--- src/rtl/apb_mac_slave13_pkg.sv ---
// Shared constants for the APB MAC slave: register offsets, FSM states, WAIT field width.
package apb_mac_slave_pkg13;

    localparam int unsigned WAIT_W = 3;
    localparam int unsigned ADDR_W = 8;
    localparam int unsigned DATA_W = 32;

    localparam logic [ADDR_W-1:0] OFF_CTRL    = 8'h00;
    localparam logic [ADDR_W-1:0] OFF_WAIT    = 8'h04;
    localparam logic [ADDR_W-1:0] OFF_SCRATCH = 8'h08;
    localparam logic [ADDR_W-1:0] OFF_EVT_CNT = 8'h0C;
    localparam logic [ADDR_W-1:0] OFF_ACC_CNT = 8'h10;
    localparam logic [ADDR_W-1:0] OFF_STATUS  = 8'h14;

    typedef enum logic [0:0] {
        ST_IDLE   = 1'b0,
        ST_ACCESS = 1'b1
    } apb_state_e;

endpackage

--- src/rtl/apb_mac_slave13_evt_cnt.sv ---
// Saturating MAC event counter with sticky overflow flag (W1C, set wins over clear).
module apb_evt_cnt13 #(
    parameter int unsigned CNT_W = 16
) (
    input  logic             clk_i,
    input  logic             rst_i,
    input  logic             en_i,
    input  logic             evt_i,
    input  logic             clr_i,
    input  logic             ovf_clr_i,
    output logic [CNT_W-1:0] cnt_o,
    output logic             ovf_o
);

    logic [CNT_W-1:0] cnt_q, cnt_d;
    logic             ovf_q, ovf_d;
    logic             hit_c;
    logic             sat_c;

    assign hit_c = en_i & evt_i;
    assign sat_c = &cnt_q;

    // Counter clear beats a coincident event; an overflow set beats a coincident W1C.
    always_comb begin
        cnt_d = cnt_q;
        ovf_d = ovf_q;
        if (clr_i) begin
            cnt_d = '0;
        end else if (hit_c && !sat_c) begin
            cnt_d = cnt_q + CNT_W'(1);
        end
        if (ovf_clr_i) begin
            ovf_d = 1'b0;
        end
        if (hit_c && sat_c) begin
            ovf_d = 1'b1;
        end
    end

    always_ff @(posedge clk_i) begin
        if (rst_i) begin
            cnt_q <= '0;
            ovf_q <= 1'b0;
        end else begin
            cnt_q <= cnt_d;
            ovf_q <= ovf_d;
        end
    end

    assign cnt_o = cnt_q;
    assign ovf_o = ovf_q;

endmodule

--- src/rtl/apb_mac_slave13.sv ---
// APB register slave for the MAC block with programmable wait states and event counters.
// Optional interrupt output and CTRL[1] IRQ_EN enabled by defining APB_MAC_SLAVE_IRQ_EN.
module apb_mac_slave13
    import apb_mac_slave_pkg13::*;
#(
    parameter logic [WAIT_W-1:0] RST_WAIT13 = 3'd0,
    parameter int unsigned       CNT_W13    = 16
) (
    input  logic              pclk13,
    input  logic              preset13,
    input  logic              psel13,
    input  logic              penable13,
    input  logic              pwrite13,
    input  logic [ADDR_W-1:0] paddr13,
    input  logic [DATA_W-1:0] pwdata13,
    output logic [DATA_W-1:0] prdata13,
    output logic              pready13,
    input  logic              evt13
`ifdef APB_MAC_SLAVE_IRQ_EN
    ,
    output logic              irq13
`endif
);

    apb_state_e         state_q, state_d;
    logic [WAIT_W-1:0]  wcnt_q, wcnt_d;
    logic               en_q, en_d;
    logic               irq_en_c;
    logic [WAIT_W-1:0]  wait_q, wait_d;
    logic [DATA_W-1:0]  scratch_q, scratch_d;
    logic [CNT_W13-1:0] acc_q, acc_d;
    logic [CNT_W13-1:0] evt_cnt;
    logic               ovf;
    logic [ADDR_W-1:0]  addr_al;
    logic               ready_c, done_c, wr_c, rd_c;
    logic [DATA_W-1:0]  rdata_c;
    logic               unused_addr;

    assign addr_al     = {paddr13[ADDR_W-1:2], 2'b00};
    assign unused_addr = ^paddr13[1:0];
    assign ready_c     = (state_q == ST_ACCESS) && (wcnt_q == '0);
    assign done_c      = ready_c & psel13 & penable13;
    assign wr_c        = done_c & pwrite13;
    assign rd_c        = done_c & ~pwrite13;

    // FSM state register
    always_ff @(posedge pclk13) begin
        if (preset13) begin
            state_q <= ST_IDLE;
            wcnt_q  <= '0;
        end else begin
            state_q <= state_d;
            wcnt_q  <= wcnt_d;
        end
    end

    // FSM next state: WAIT is sampled only at setup, so a WAIT write never stretches its own transfer
    always_comb begin
        state_d = state_q;
        wcnt_d  = wcnt_q;
        case (state_q)
            ST_IDLE: begin
                if (psel13 && !penable13) begin
                    state_d = ST_ACCESS;
                    wcnt_d  = wait_q;
                end
            end
            ST_ACCESS: begin
                if (ready_c || !psel13) begin
                    state_d = ST_IDLE;
                end else if (wcnt_q != '0) begin
                    wcnt_d = wcnt_q - WAIT_W'(1);
                end
            end
            default: state_d = ST_IDLE;
        endcase
    end

    // FSM outputs
    always_comb begin
        pready13 = 1'b0;
        prdata13 = '0;
        if (ready_c) begin
            pready13 = 1'b1;
        end
        if (rd_c) begin
            prdata13 = rdata_c;
        end
    end

    always_comb begin
        case (addr_al)
            OFF_CTRL:    rdata_c = {30'd0, irq_en_c, en_q};
            OFF_WAIT:    rdata_c = {29'd0, wait_q};
            OFF_SCRATCH: rdata_c = scratch_q;
            OFF_EVT_CNT: rdata_c = DATA_W'(evt_cnt);
            OFF_ACC_CNT: rdata_c = DATA_W'(acc_q);
            OFF_STATUS:  rdata_c = {31'd0, ovf};
            default:     rdata_c = '0;
        endcase
    end

`ifdef APB_MAC_SLAVE_IRQ_EN
    logic irq_en_q, irq_en_d;
    assign irq_en_c = irq_en_q;
    assign irq13    = ovf & irq_en_q;
`else
    assign irq_en_c = 1'b0;
`endif

    // Register file next state; writes land only on a completed transfer
    always_comb begin
        en_d      = en_q;
        wait_d    = wait_q;
        scratch_d = scratch_q;
        acc_d     = acc_q;
`ifdef APB_MAC_SLAVE_IRQ_EN
        irq_en_d  = irq_en_q;
`endif
        if (done_c) begin
            acc_d = acc_q + CNT_W13'(1);
        end
        if (wr_c) begin
            case (addr_al)
                OFF_CTRL: begin
                    en_d = pwdata13[0];
`ifdef APB_MAC_SLAVE_IRQ_EN
                    irq_en_d = pwdata13[1];
`endif
                end
                OFF_WAIT:    wait_d    = pwdata13[WAIT_W-1:0];
                OFF_SCRATCH: scratch_d = pwdata13;
                default: ;
            endcase
        end
    end

    always_ff @(posedge pclk13) begin
        if (preset13) begin
            en_q      <= 1'b0;
            wait_q    <= RST_WAIT13;
            scratch_q <= '0;
            acc_q     <= '0;
`ifdef APB_MAC_SLAVE_IRQ_EN
            irq_en_q  <= 1'b0;
`endif
        end else begin
            en_q      <= en_d;
            wait_q    <= wait_d;
            scratch_q <= scratch_d;
            acc_q     <= acc_d;
`ifdef APB_MAC_SLAVE_IRQ_EN
            irq_en_q  <= irq_en_d;
`endif
        end
    end

    apb_evt_cnt13 #(
        .CNT_W(CNT_W13)
    ) u_evt_cnt (
        .clk_i     (pclk13),
        .rst_i     (preset13),
        .en_i      (en_q),
        .evt_i     (evt13),
        .clr_i     (wr_c && (addr_al == OFF_EVT_CNT)),
        .ovf_clr_i (wr_c && (addr_al == OFF_STATUS) && pwdata13[0]),
        .cnt_o     (evt_cnt),
        .ovf_o     (ovf)
    );

endmodule

--- config.mk ---
export PLATFORM = sky130hd
export DESIGN_NAME = apb_mac_slave13
export DESIGN_NICKNAME = d
export VERILOG_FILES = /design/src/rtl/apb_mac_slave13_pkg.sv /design/src/rtl/apb_mac_slave13_evt_cnt.sv /design/src/rtl/apb_mac_slave13.sv
export SDC_FILE = /design/constraint.sdc
export NUM_CORES = 1
export LEC_CHECK = 0
export ABC_AREA = 1
export ABC_CLOCK_PERIOD_IN_PS = 3700
export CORE_ASPECT_RATIO = 1.5
export CORE_UTILIZATION = 56
export DETAILED_ROUTE_END_ITERATION = 16
export GPL_TIMING_DRIVEN = 0
export PLACE_DENSITY = 0.85
export SYNTH_ARGS = -nofsm -noshare
export SYNTH_HDL_FRONTEND = slang
export SYNTH_SLANG_ARGS = --single-unit
--- constraint.sdc ---
create_clock -name pclk13 -period 3.7 [get_ports pclk13]
set_clock_uncertainty 0.1 [all_clocks]
set_input_delay 0.74 -clock pclk13 [delete_from_list [all_inputs] [get_ports pclk13]]
set_output_delay 0.74 -clock pclk13 [all_outputs]
set_load 0.02 [all_outputs]
# ---- After elaboration in Yosys (flattened, before gate mapping)
# Index checks and enable logic that the tools add are counted.
dict set report totals {
  register_bits 73
  input_bits 46
  output_inout_bits 33
  wordCells 59
}
dict set report classes {
  add_sub_neg 3
  n_eq_ne 8
  muxes 12
  n_bitwise 7
  reduce_logical 21
}
# operator count
set op_table {}
lappend op_table {{one-hot mux 32 bit (6 select lines)} 1}
lappend op_table {{adder 16 x 1 -> 16 bit, second input constant} 2}
lappend op_table {{2-to-1 mux 32 bit} 1}
lappend op_table {{AND reduction 16 bit} 1}
lappend op_table {{equality test 6 x 2 -> 1 bit, second input constant} 2}
lappend op_table {{equality test 6 x 3 -> 1 bit, second input constant} 2}
lappend op_table {{2-to-1 mux 3 bit} 3}
lappend op_table {{logical NOT 8 bit} 1}
lappend op_table {{logical AND 1 bit} 7}
lappend op_table {{equality test 6 x 1 -> 1 bit, second input constant} 1}
lappend op_table {{one-hot mux 3 bit (2 select lines)} 1}
lappend op_table {{AND reduction 2 bit} 3}
lappend op_table {{bitwise AND 1 bit} 5}
lappend op_table {{2-to-1 mux 1 bit} 5}
lappend op_table {{!= test 2 bit, second input constant} 2}
lappend op_table {{logical NOT 1 bit} 3}
lappend op_table {{logical NOT 3 bit} 1}
lappend op_table {{AND reduction 3 bit} 1}
lappend op_table {{nonzero test 3 bit} 1}
lappend op_table {{subtractor 3 x 1 -> 3 bit, second input constant} 1}
lappend op_table {{!= test 2 x 1 -> 1 bit, second input constant} 1}
lappend op_table {{inverter 1 bit} 2}
lappend op_table {{one-hot mux 1 bit (2 select lines)} 1}
lappend op_table {{nonzero test 2 bit} 1}
lappend op_table {{2 further kinds} 2}

# ---- Depth between registers and ports, before layout
# Gate-level depths: netlist of the first run.
dict set report logic_depth {
  word_depth 9
  mapped_depth 11
  mapped_depth_nobuf 10
}

# ---- Cells and area by module
# From an unflattened synthesis of the first run, not the netlist that was laid out.
dict set report unflattened {
  hier_cells 651
  hier_area_um2 4206.5
}
# module n_inst cells_each area_per_inst_um2 seq_area_each_um2
set modules_own_cells {}
lappend modules_own_cells {apb_mac_slave13 1 501 3144.3 1121.1}
lappend modules_own_cells {apb_evt_cnt13 1 150 1062.3 340.3}

# ---- Least setup slack after synthesis of the first run
# No wires, ideal clock.
dict set report synth_timing {
  path_kind {input -> output}
  start {in paddr13[7]}
  end {out prdata13[2]}
  t_arrival_ps 1875
  required_ps 2860
  path_slack_ps 985
  stages 10
  n_path_buf 1
  cell_sequence {nor2_1 -> nand3_1 -> inv_2 -> nand2_4 -> inv_2 -> buf_2 -> nand2_1 -> nand2_1 -> nor2_1 -> nor2_1}
}
dict set report synth_via {
  elab_chain_cells 3
  elab_cells_between_ends 8
  cone_classes {eq/ne (5); mux (2); reduce/logical (1)}
}
# element line
set synth_rtl {}
lappend synth_rtl {{from (decl)} apb_mac_slave13.sv:14} ;# input logic [ADDR_W-1:0] paddr13,
lappend synth_rtl {{equality test 6 x 3 -> 1 bit (tied with other cells)} apb_mac_slave13.sv:92} ;# case (addr_al)
lappend synth_rtl {{one-hot mux 32 bit (6 select lines) *} apb_mac_slave13.sv:92}
lappend synth_rtl {{2-to-1 mux 32 bit *} apb_mac_slave13.sv:86} ;# if (rd_c) begin
lappend synth_rtl {{to (decl)} apb_mac_slave13.sv:16} ;# output logic [DATA_W-1:0] prdata13,
# Mark *: on every way between the ends. The rest lies on a longest branch, timed or not.

# ---- Worst setup path after layout of the first run
dict set report layout_timing {
  start {in paddr13[3]}
  end {out prdata13[22]}
}
# The elaborated chain is that of the path after synthesis.

==> impl_metrics.py, run 1 <==
metrics = {
    "power_and_ir_drop": {
        "worst_ir_drop_vdd_uv": 283,
        "pwr_density_cell_nw_per_um2": 294,
        "p_leak_uw": 0.00233,
    },
    "clock_tree": {
        "clkSinkCount": 73,
        "cts_hold_buf": 0,
        "clk_pin_slew_ns": 0.08,
        "worst_skew_pair.late_latency_ns": 0.36,
        "cts.root.buffer_cell": "clkbuf_8",
        "cts.htree.levels": 3,
        "clock_path_buffers": 2,
        "clock_buffers_created_by_tritoncts": 9,
        "tritoncts": "yes",
    },
    "timing": {
        "timing_worst_slew_pin_value_ns": 0.487,
        "rsz0062_at_grt": "no",
        "setup_viol": 0,
        "finalHoldWorstSlack_ns": 0.382,
        "maxClockFrequency_mhz": 283,
        "hold_viol": 0,
        "final_critical_delay_including_setup_and_external_delays_ns": 3.54,
        "fin_tns_setup_ns": 0,
        "timing_max_transition_violations_final": 0,
        "worst_slew_margin_relative_to_its_limit": 0.676,
        "final_min_period_over_clock_period": 0.956,
    },
    "logic_synthesis": {
        "net_count_after_synthesis": 702,
        "synthCells": 652,
        "asyncSetResetFlopFracSynth": 0,
        "synth.avg_cell_area_um2": 6.20,
        "synth_seq_cells": 73,
        "ys_top_cells_by_area": "dfxtp_1 (36%), nand2_1 (16%), nor2_1 (14%)",
        "yosys.cell_count.top_type": "nand2_1",
        "synth-seq-area-share": 0.361,
        "yosysWarnings": 0,
        "synth_edf_count": 0,
        "synthesis.area_um2": 4040,
        "top_cells_by_instance_count_after_synthesis": "nand2_1 (177), nor2_1 (153), dfxtp_1 (73), inv_1 (57), o21ai_0 (53)",
        "synth_top_flop_cell": "dfxtp_1",
        "synthDistinctLibCells": 28,
        "synth.top_cell.area_share": 0.361,
        "yosysTopAreaCell": "dfxtp_1",
    },
    "finish": {
        "multi_input_comb_area_um2": 2230,
        "area.growth.synth_to_final_pct": 26.9,
        "regArea_um2": 1460,
        "drive_above_1_share": 0.0859,
        "final_net_count": 790,
        "final_instance_area_um2": 5130,
        "number_of_fill_cells_in_the_layout": 558,
        "antenna-diode-count": 0,
    },
    "floorplanning": {
        "pin_count": 79,
        "die_width_um": 71.4,
        "die_y_um": 106,
        "initial_utilization": 0.582,
        "die-area_um2": 7570,
        "placementRows": 37,
        "placeable_area_um2": 6940,
    },
    "critical_path": {
        "worstPathArrival_ns": 2.70,
        "cp_slowest_cell": "clkdlybuf4s50_1",
        "crit_top_cell": "clkdlybuf4s50_1",
        "worstSetupPathType": "in -> out",
        "crit_path_max_incr_delay_ns": 0.61,
        "cp.required_ns": 2.86,
        "startpoint_type": "input pin",
        "timing.critical_path.fanout_max": 10,
        "path_cells": "clkdlybuf4s50_1 > inv_1 > nor2_2 > nand2_4 > clkbuf_2 > nor2_1 > clkdlybuf4s50_1",
        "timing.critical_path.to_type": "output pin",
    },
    "run": {
        "drv_cap": 0,
    },
    "place": {
        "io_buffer_count": 75,
        "postPlaceCellArea_um2": 4890,
        "gpl.final_weighted_congestion": 0.958,
        "dp.final_hpwl_um": 8380,
    },
    "route": {
        "totalWireLength_um": 11100,
        "ant_nets": 0,
        "drt-wirelength-per-cell_um": 13.4,
        "post-route-drc-count": 4,
        "route.detailed.vias_per_inst": 5.36,
        "drt-initial-drc-count": 484,
        "drt_pass_1_iters": 11,
        "routed-via-count": 4415,
    },
    "grt": {
        "initial_antenna_violation_count": 0,
        "grt_overflow": 0,
        "grt_overall_usage": 0.310,
        "via_count_of_the_first_global_routing_pass": 4084,
        "grt_start_max_net_pins": 17,
        "grt_first_pass_wirelength_um": 18500,
    },
    "outcome": {
        "run_status": "finished with violations",
        "failed_checks": "design-rule violations",
    },
    "hold_path": {
        "timing.hold.worst.class": "reg -> reg",
    },
}
-- cells in the final DEF, fill, tap and decap left out, types with 5 or more instances in the layout --
cell type,instances
nand2_1,177
nor2_1,152
dfxtp_1,73
inv_1,57
clkdlybuf4s50_1,57
o21ai_0,53
nand3_1,26
a21oi_1,24
o21ai_1,13
buf_2,11
nand4_1,11
dlygate4sd2_1,10
clkbuf_8,9
dlymetal6s2s_1,8
inv_2,6
a21oi_2,6
nor2_4,5
clkbuf_1,5
-- routing by layer --
layer  up-vias  GRT usage  wire (µm)
met5         -          0          0
met4         0      0.171        418
met3        30     0.0379        499
met2       145      0.528       5520
met1      2007      0.374       4620
li1       2233          -          -
-- sequential cells by signal, summed over array words and instances (netlist names) --
name	flops
wait_q	3
acc_q	16
state_q	1
u_evt_cnt.cnt_o	16
wcnt_q	3
scratch_q	32
u_evt_cnt.ovf_o	1
en_q	1
-- kinds of logic after synthesis --
logic type / synth area share
xor gates and xnor gates: 0.0152
AOI/OAI and AO/OA: 0.134
buffers and inverters: 0.0903
and+or+nand+nor: 0.387
DFF: 0.361
adders and majority gates: 0.0124
-- final cells by class --
type | instances | area share
multi-input combinational | 493 | 0.436
clock inverter | 7 | 0.0139
clock buffer | 9 | 0.0241
sequential | 73 | 0.285
buffer | 22 | 0.0244
tap | 78 | 0.0190
inverter | 63 | 0.0461
timing repair buffer | 78 | 0.152
-- worst max-delay path: cells and delay by family --
kind                   cells  cell delay, ns
buffers and inverters      4            1.51
AND/OR/NAND/NOR            3            0.45
-- per-stage QoR --
stage	setup slack [ns]	util	power (µW)	cells
final	0.162	0.739	1510	823
after global routing	0.0215	0.739	1560	823
after CTS	0.0145	0.734	1510	822
after detailed placement	-0.126	0.705	908	805
after global placement	-0.0773	0.705	905	805
after floorplan	0.985	-	847	652
-- power by group --
part           switching, µW  leakage [µW]  internal (µW)  total, µW
Combinational           48.4       0.00164           54.1        103
Clock                    352     0.0000995            263        615
Sequential              2.41      0.000588            788        790
-- what timing repair did --
| item | in CTS | in global routing |
|---|---|---|
| buffers inserted | 1 | 2 |
| setup endpoints to repair | 15 | 26 |
| gates resized for setup | 13 | 11 |
| pin swaps | 1 | 1 |
-- final timing paths --
check | start | endpoint | slack (ns) | depth (start not counted)
max | paddr13[3] | prdata13[22] | 0.16 | 7
min | u_evt_cnt.ovf_o | u_evt_cnt.ovf_o | 0.38 | 2
max reg2reg | wcnt_q[0] | u_evt_cnt.cnt_o[0] | 1.75 | 11
min reg2reg | u_evt_cnt.ovf_o | u_evt_cnt.ovf_o | 0.38 | 2
Note: power is estimated with default switching activity, not from simulation.
==> run 2, diff against run 1 <==
--- a/config.mk
+++ b/config.mk
@@ -7,7 +7,9 @@
 export LEC_CHECK = 0
 export ABC_AREA = 1
 export ABC_CLOCK_PERIOD_IN_PS = 3700
+export CAP_MARGIN = 20
 export CORE_ASPECT_RATIO = 1.5
+export CORE_MARGIN = 5
 export CORE_UTILIZATION = 56
 export DETAILED_ROUTE_END_ITERATION = 16
 export GPL_TIMING_DRIVEN = 0
==> impl_metrics.py, run 2 (synthesized netlist as in run 1, its figures left out) <==
metrics = {
    "hold_path": {
        "timing.hold.worst.class": "reg -> reg",
        "worst_hold_startpoint": "u_evt_cnt.ovf_o",
    },
    "place": {
        "dp.final_hpwl_um": 8630,
        "gpl.final_weighted_congestion": 0.919,
        "io_buffer_count": 75,
        "place_inst": 807,
        "detailedPlace.worstSlack_ns": -0.141,
    },
    "floorplanning": {
        "die-area_um2": 9060,
        "initial_utilization": 0.567,
        "pin_count": 79,
        "placementRows": 38,
        "die_y_um": 114,
        "placeable_area_um2": 7130,
        "die_width_um": 79.4,
    },
    "finish": {
        "layoutNonFillerInstCount": 824,
        "largest_register_ff_count": 32,
        "drive_above_1_share": 0.0833,
        "multi_input_comb_area_um2": 2230,
        "number_of_fill_cells_in_the_layout": 619,
        "layout_commonest_cell": "nand2_1",
        "final_net_count": 789,
        "antenna-diode-count": 0,
        "mostFrequentLayoutCells": "nand2_1 (177), nor2_1 (152), dfxtp_1 (73)",
        "fin_util": 0.718,
        "regArea_um2": 1460,
        "area.growth.synth_to_final_pct": 26.5,
        "regMostFlops": "scratch_q",
    },
    "power_and_ir_drop": {
        "worst_ir_drop_vdd_uv": 236,
        "pwr_density_cell_nw_per_um2": 291,
        "p_leak_uw": 0.00228,
    },
    "timing": {
        "final_min_period_over_clock_period": 0.976,
        "maxClockFrequency_mhz": 277,
        "timing_max_transition_violations_final": 0,
        "hold_viol": 0,
        "worst_slew_margin_relative_to_its_limit": 0.685,
        "final_critical_delay_including_setup_and_external_delays_ns": 3.61,
        "finalWorstSetupSlack_ns": 0.0906,
        "setup_viol": 0,
        "timing_worst_slew_pin_value_ns": 0.472,
    },
    "grt": {
        "initial_antenna_violation_count": 0,
        "grt_first_pass_wirelength_um": 18500,
        "grt_overall_usage": 0.257,
        "grt_start_max_net_pins": 14,
        "grt_overflow": 0,
        "via_count_of_the_first_global_routing_pass": 4115,
    },
    "clock_tree": {
        "clock_buffers_created_by_tritoncts": 9,
        "tritoncts": "yes",
        "clock_path_buffers": 2,
        "clkSinkCount": 73,
        "cts.htree.levels": 3,
        "cts.root.buffer_cell": "clkbuf_8",
        "cts_hold_buf": 0,
        "clk_pin_slew_ns": 0.08,
        "worst_skew_pair.late_latency_ns": 0.36,
    },
    "route": {
        "route.detailed.vias_per_inst": 5.31,
        "post-route-drc-count": 0,
        "totalWireLength_um": 11300,
        "drt-wirelength-per-cell_um": 13.8,
        "routed-via-count": 4375,
        "ant_nets": 0,
        "drt_pass_1_iters": 7,
        "drt-initial-drc-count": 342,
    },
    "critical_path": {
        "cp.required_ns": 2.86,
        "timing.critical_path.fanout_max": 9,
        "timing.critical_path.to_type": "output pin",
        "worstPathArrival_ns": 2.77,
        "startpoint_of_the_most_critical_register_to_register_path": "wcnt_q[0]",
        "worstSetupPathType": "in -> out",
        "startpoint_type": "input pin",
        "critical_path_launch_point": "paddr13[7]",
    },
    "outcome": {
        "run_status": "complete, no violations",
    },
    "run": {
        "drv_cap": 0,
    },
}
[run 2: final timing paths]
kind | slack, ns | to | cells after the start
worst max register to register | 1.71 | u_evt_cnt.cnt_o[1] | 11
worst max-delay path | 0.09 | prdata13[3] | 11
worst min-delay path | 0.38 | u_evt_cnt.ovf_o | 2
worst min register to register | 0.38 | u_evt_cnt.ovf_o | 2
[run 2: cell type report]
type / instances / share of cell area
multi-input combinational: 493 / 0.437
buffer: 23 / 0.0252
tap: 80 / 0.0196
clock inverter: 5 / 0.00733
clock buffer: 11 / 0.0296
sequential: 73 / 0.286
timing repair buffer: 76 / 0.150
inverter: 63 / 0.0462
[run 2: stage by stage]
step / setup TNS (ns) / hold WS [ns] / cell area [µm²] / power, µW
floorplan: 0 / 0.340 / 4040 / 847
global placement: -1.12 / 0.358 / 4890 / 905
detailed placement: -1.76 / 0.364 / 4890 / 907
CTS: -0.236 / 0.376 / 5090 / 1490
global route: -0.537 / 0.413 / 5120 / 1540
finish: 0 / 0.381 / 5120 / 1490
[run 2: where the power goes]
part	internal, µW	total (µW)	switching (µW)
combinational	53.8	102	47.8
sequential	788	790	2.35
clock	282	595	313
[run 2: worst max-delay path, stage by stage]
cell and delay (ns):
clkdlybuf4s50_1 0.42, nor2_1 0.16, nand3_2 0.17, inv_2 0.14
nand2_4 0.11, inv_2 0.12, nand2_1 0.07, nand2_1 0.07
o21ai_0 0.10, inv_1 0.06, clkdlybuf4s50_1 0.59
[run 2: timing repair]
action	CTS	global route
resized for setup	10	10
buffers inserted	1	0
endpoints found under the setup margin	25	19
pin swaps	1	0
[run 2: layer usage]
metal  share of wire  up-vias  routed length [µm]  GRT usage
met1            0.39     1977                4420      0.292
met2            0.52      147                5950      0.463
met4           0.033        0                 375      0.103
met5               0        -                   0          0
li1                -     2220                   -          -
met3           0.053       31                 607     0.0543
==> run 3, diff against run 2 <==
--- a/config.mk
+++ b/config.mk
@@ -6,14 +6,14 @@
 export NUM_CORES = 1
 export LEC_CHECK = 0
 export ABC_AREA = 1
-export ABC_CLOCK_PERIOD_IN_PS = 3700
+export ABC_CLOCK_PERIOD_IN_PS = 3400
 export CAP_MARGIN = 20
 export CORE_ASPECT_RATIO = 1.5
 export CORE_MARGIN = 5
-export CORE_UTILIZATION = 56
+export CORE_UTILIZATION = 52
 export DETAILED_ROUTE_END_ITERATION = 16
 export GPL_TIMING_DRIVEN = 0
-export PLACE_DENSITY = 0.85
+export PLACE_DENSITY = 0.8
 export SYNTH_ARGS = -nofsm -noshare
 export SYNTH_HDL_FRONTEND = slang
 export SYNTH_SLANG_ARGS = --single-unit
==> constraint.sdc (replaced) <==
create_clock -name pclk13 -period 3.4 [get_ports pclk13]
set_clock_uncertainty 0.1 [all_clocks]
set_input_delay 0.68 -clock pclk13 [delete_from_list [all_inputs] [get_ports pclk13]]
set_output_delay 0.68 -clock pclk13 [all_outputs]
set_load 0.02 [all_outputs]
==> impl_metrics.py, run 3 (synthesized netlist as in run 1, its figures left out) <==
metrics = {
    "outcome": {
        "run_status": "complete, no violations",
    },
    "floorplanning": {
        "die_y_um": 118,
        "placeable_area_um2": 7610,
        "die_width_um": 82.0,
        "die-area_um2": 9680,
        "pin_count": 79,
        "placementRows": 39,
        "initial_utilization": 0.531,
    },
    "route": {
        "drt-wirelength-per-cell_um": 13.7,
        "totalWireLength_um": 11600,
        "route.detailed.vias_per_inst": 5.14,
        "routed-via-count": 4357,
        "drt_pass_1_iters": 5,
        "ant_nets": 0,
        "drt-initial-drc-count": 297,
        "post-route-drc-count": 0,
    },
    "clock_tree": {
        "worst_skew_pair.late_latency_ns": 0.34,
        "clkSinkCount": 73,
        "cts_hold_buf": 0,
        "cts.htree.levels": 3,
        "clock_path_buffers": 2,
        "clock_buffers_created_by_tritoncts": 9,
        "clk_pin_slew_ns": 0.06,
        "cts.root.buffer_cell": "clkbuf_16",
        "tritoncts": "yes",
    },
    "power_and_ir_drop": {
        "pwr-share-seq": 0.433,
        "worst_ir_drop_vdd_uv": 281,
        "power_switching_share": 0.217,
        "combPwrFrac": 0.056,
        "p_leak_uw": 0.00226,
        "power.internal_uw": 1560,
        "p_clk_frac": 0.511,
        "pwr_density_cell_nw_per_um2": 379,
        "switchingPower_uw": 432,
    },
    "critical_path": {
        "critical-path-top-delay-family": "buffers and inverters",
        "path_cells": "clkdlybuf4s50_1 > nor2_2 > nand3_2 > nor2_4 > buf_2 > nand2_1 > nand2_1 > nor2_1 > nor2_1 > clkdlybuf4s15_2",
        "worstSetupPathType": "in -> out",
        "timing.critical_path.buf_inv": 3,
        "timing.critical_path.to_type": "output pin",
        "timing.critical_path.fanout_max": 10,
        "worstPathArrival_ns": 2.52,
        "cp.required_ns": 2.62,
        "crit_path_max_incr_delay_ns": 0.43,
        "cp_slowest_cell": "clkdlybuf4s50_1",
        "startpoint_type": "input pin",
    },
    "place": {
        "io_buffer_count": 75,
        "gpl.final_weighted_congestion": 0.950,
        "dp.final_hpwl_um": 8790,
        "place_inst": 829,
    },
    "finish": {
        "fin_util": 0.690,
        "mostFrequentLayoutCells": "nand2_1 (177), nor2_1 (150), dfxtp_1 (73)",
        "area.growth.synth_to_final_pct": 29.9,
        "layoutNonFillerInstCount": 848,
        "drive_above_1_share": 0.107,
        "layout_commonest_cell": "nand2_1",
        "final_net_count": 792,
        "regMostFlops": "scratch_q",
        "number_of_fill_cells_in_the_layout": 689,
        "antenna-diode-count": 0,
        "largest_register_ff_count": 32,
    },
    "grt": {
        "grt_overall_usage": 0.252,
        "grt_start_max_net_pins": 14,
        "grt_overflow": 0,
        "initial_antenna_violation_count": 0,
        "via_count_of_the_first_global_routing_pass": 4242,
        "grt_first_pass_wirelength_um": 19200,
    },
    "hold_path": {
        "timing.hold.worst.class": "reg -> reg",
    },
    "timing": {
        "worst_slew_margin_relative_to_its_limit": 0.693,
        "final_critical_delay_including_setup_and_external_delays_ns": 3.30,
        "timing_worst_slew_pin_value_ns": 0.461,
        "hold_viol": 0,
        "timing_max_transition_violations_final": 0,
        "final_min_period_over_clock_period": 0.971,
        "maxClockFrequency_mhz": 303,
        "setup_viol": 0,
        "fin_tns_setup_ns": 0,
    },
    "run": {
        "drv_cap": 0,
    },
}
[run 3: cell type report]
class	count	area, µm²	area share
well taps	102	128	0.0243
clock inverters	6	91.3	0.0174
flip-flops and latches	73	1460	0.278
plain buffers	23	131	0.0250
clock buffers	9	225	0.0429
inverters	63	239	0.0455
repair buffers	79	736	0.140
multi-input cells	493	2240	0.426
[run 3: layer usage]
metal / wire, µm / vias up / GRT usage
li1: - / 2229 / -
met1: 4700 / 2005 / 0.283
met2: 6070 / 90 / 0.436
met3: 392 / 33 / 0.0337
met4: 440 / 0 / 0.148
met5: 0 / - / 0
[run 3: final timing paths]
path	slack, ns	cells after the start	endpoint	start
min reg2reg	0.37	2	u_evt_cnt.ovf_o	u_evt_cnt.ovf_o
max	0.1	10	prdata13[2]	paddr13[7]
min	0.37	2	u_evt_cnt.ovf_o	u_evt_cnt.ovf_o
max reg2reg	1.44	11	u_evt_cnt.cnt_o[0]	wcnt_q[0]
[run 3: power groups by stage]
stage | Combinational, µW | Sequential [µW] | Clock, µW
4_1_cts | 110 | 861 | 1030
5_1_grt | 123 | 861 | 1060
2_1_floorplan | 41.9 | 879 | 0
3_5_place_dp | 107 | 880 | 0
3_3_place_gp | 105 | 880 | 0
6_report | 112 | 861 | 1020
[run 3: worst min-delay path, cell delays in order (launching register included)]
cell and delay, ns:
dfxtp_1 0.31, nand2_1 0.06, a21oi_1 0.05
[run 3: repair_timing]
| item | in CTS | in global routing |
|---|---|---|
| endpoints found under the hold margin | 0 | 0 |
| buffers inserted | 1 | 3 |
| pin swaps | 1 | 1 |
| gates resized for setup | 46 | 18 |
| endpoints found under the setup margin | 26 | 15 |
[run 3: through the flow]
stage                     instance area (µm²)  hold slack [ns]  worst slack [ns]  total power, µW
after CTS                                5250            0.371           0.00461             2000
after floorplan                          4040            0.340             0.805              921
after global routing                     5250            0.394          -0.00689             2050
after global placement                   4920            0.359            -0.329              985
final                                    5250            0.371            0.0996             1990
after detailed placement                 4920            0.364            -0.342              987
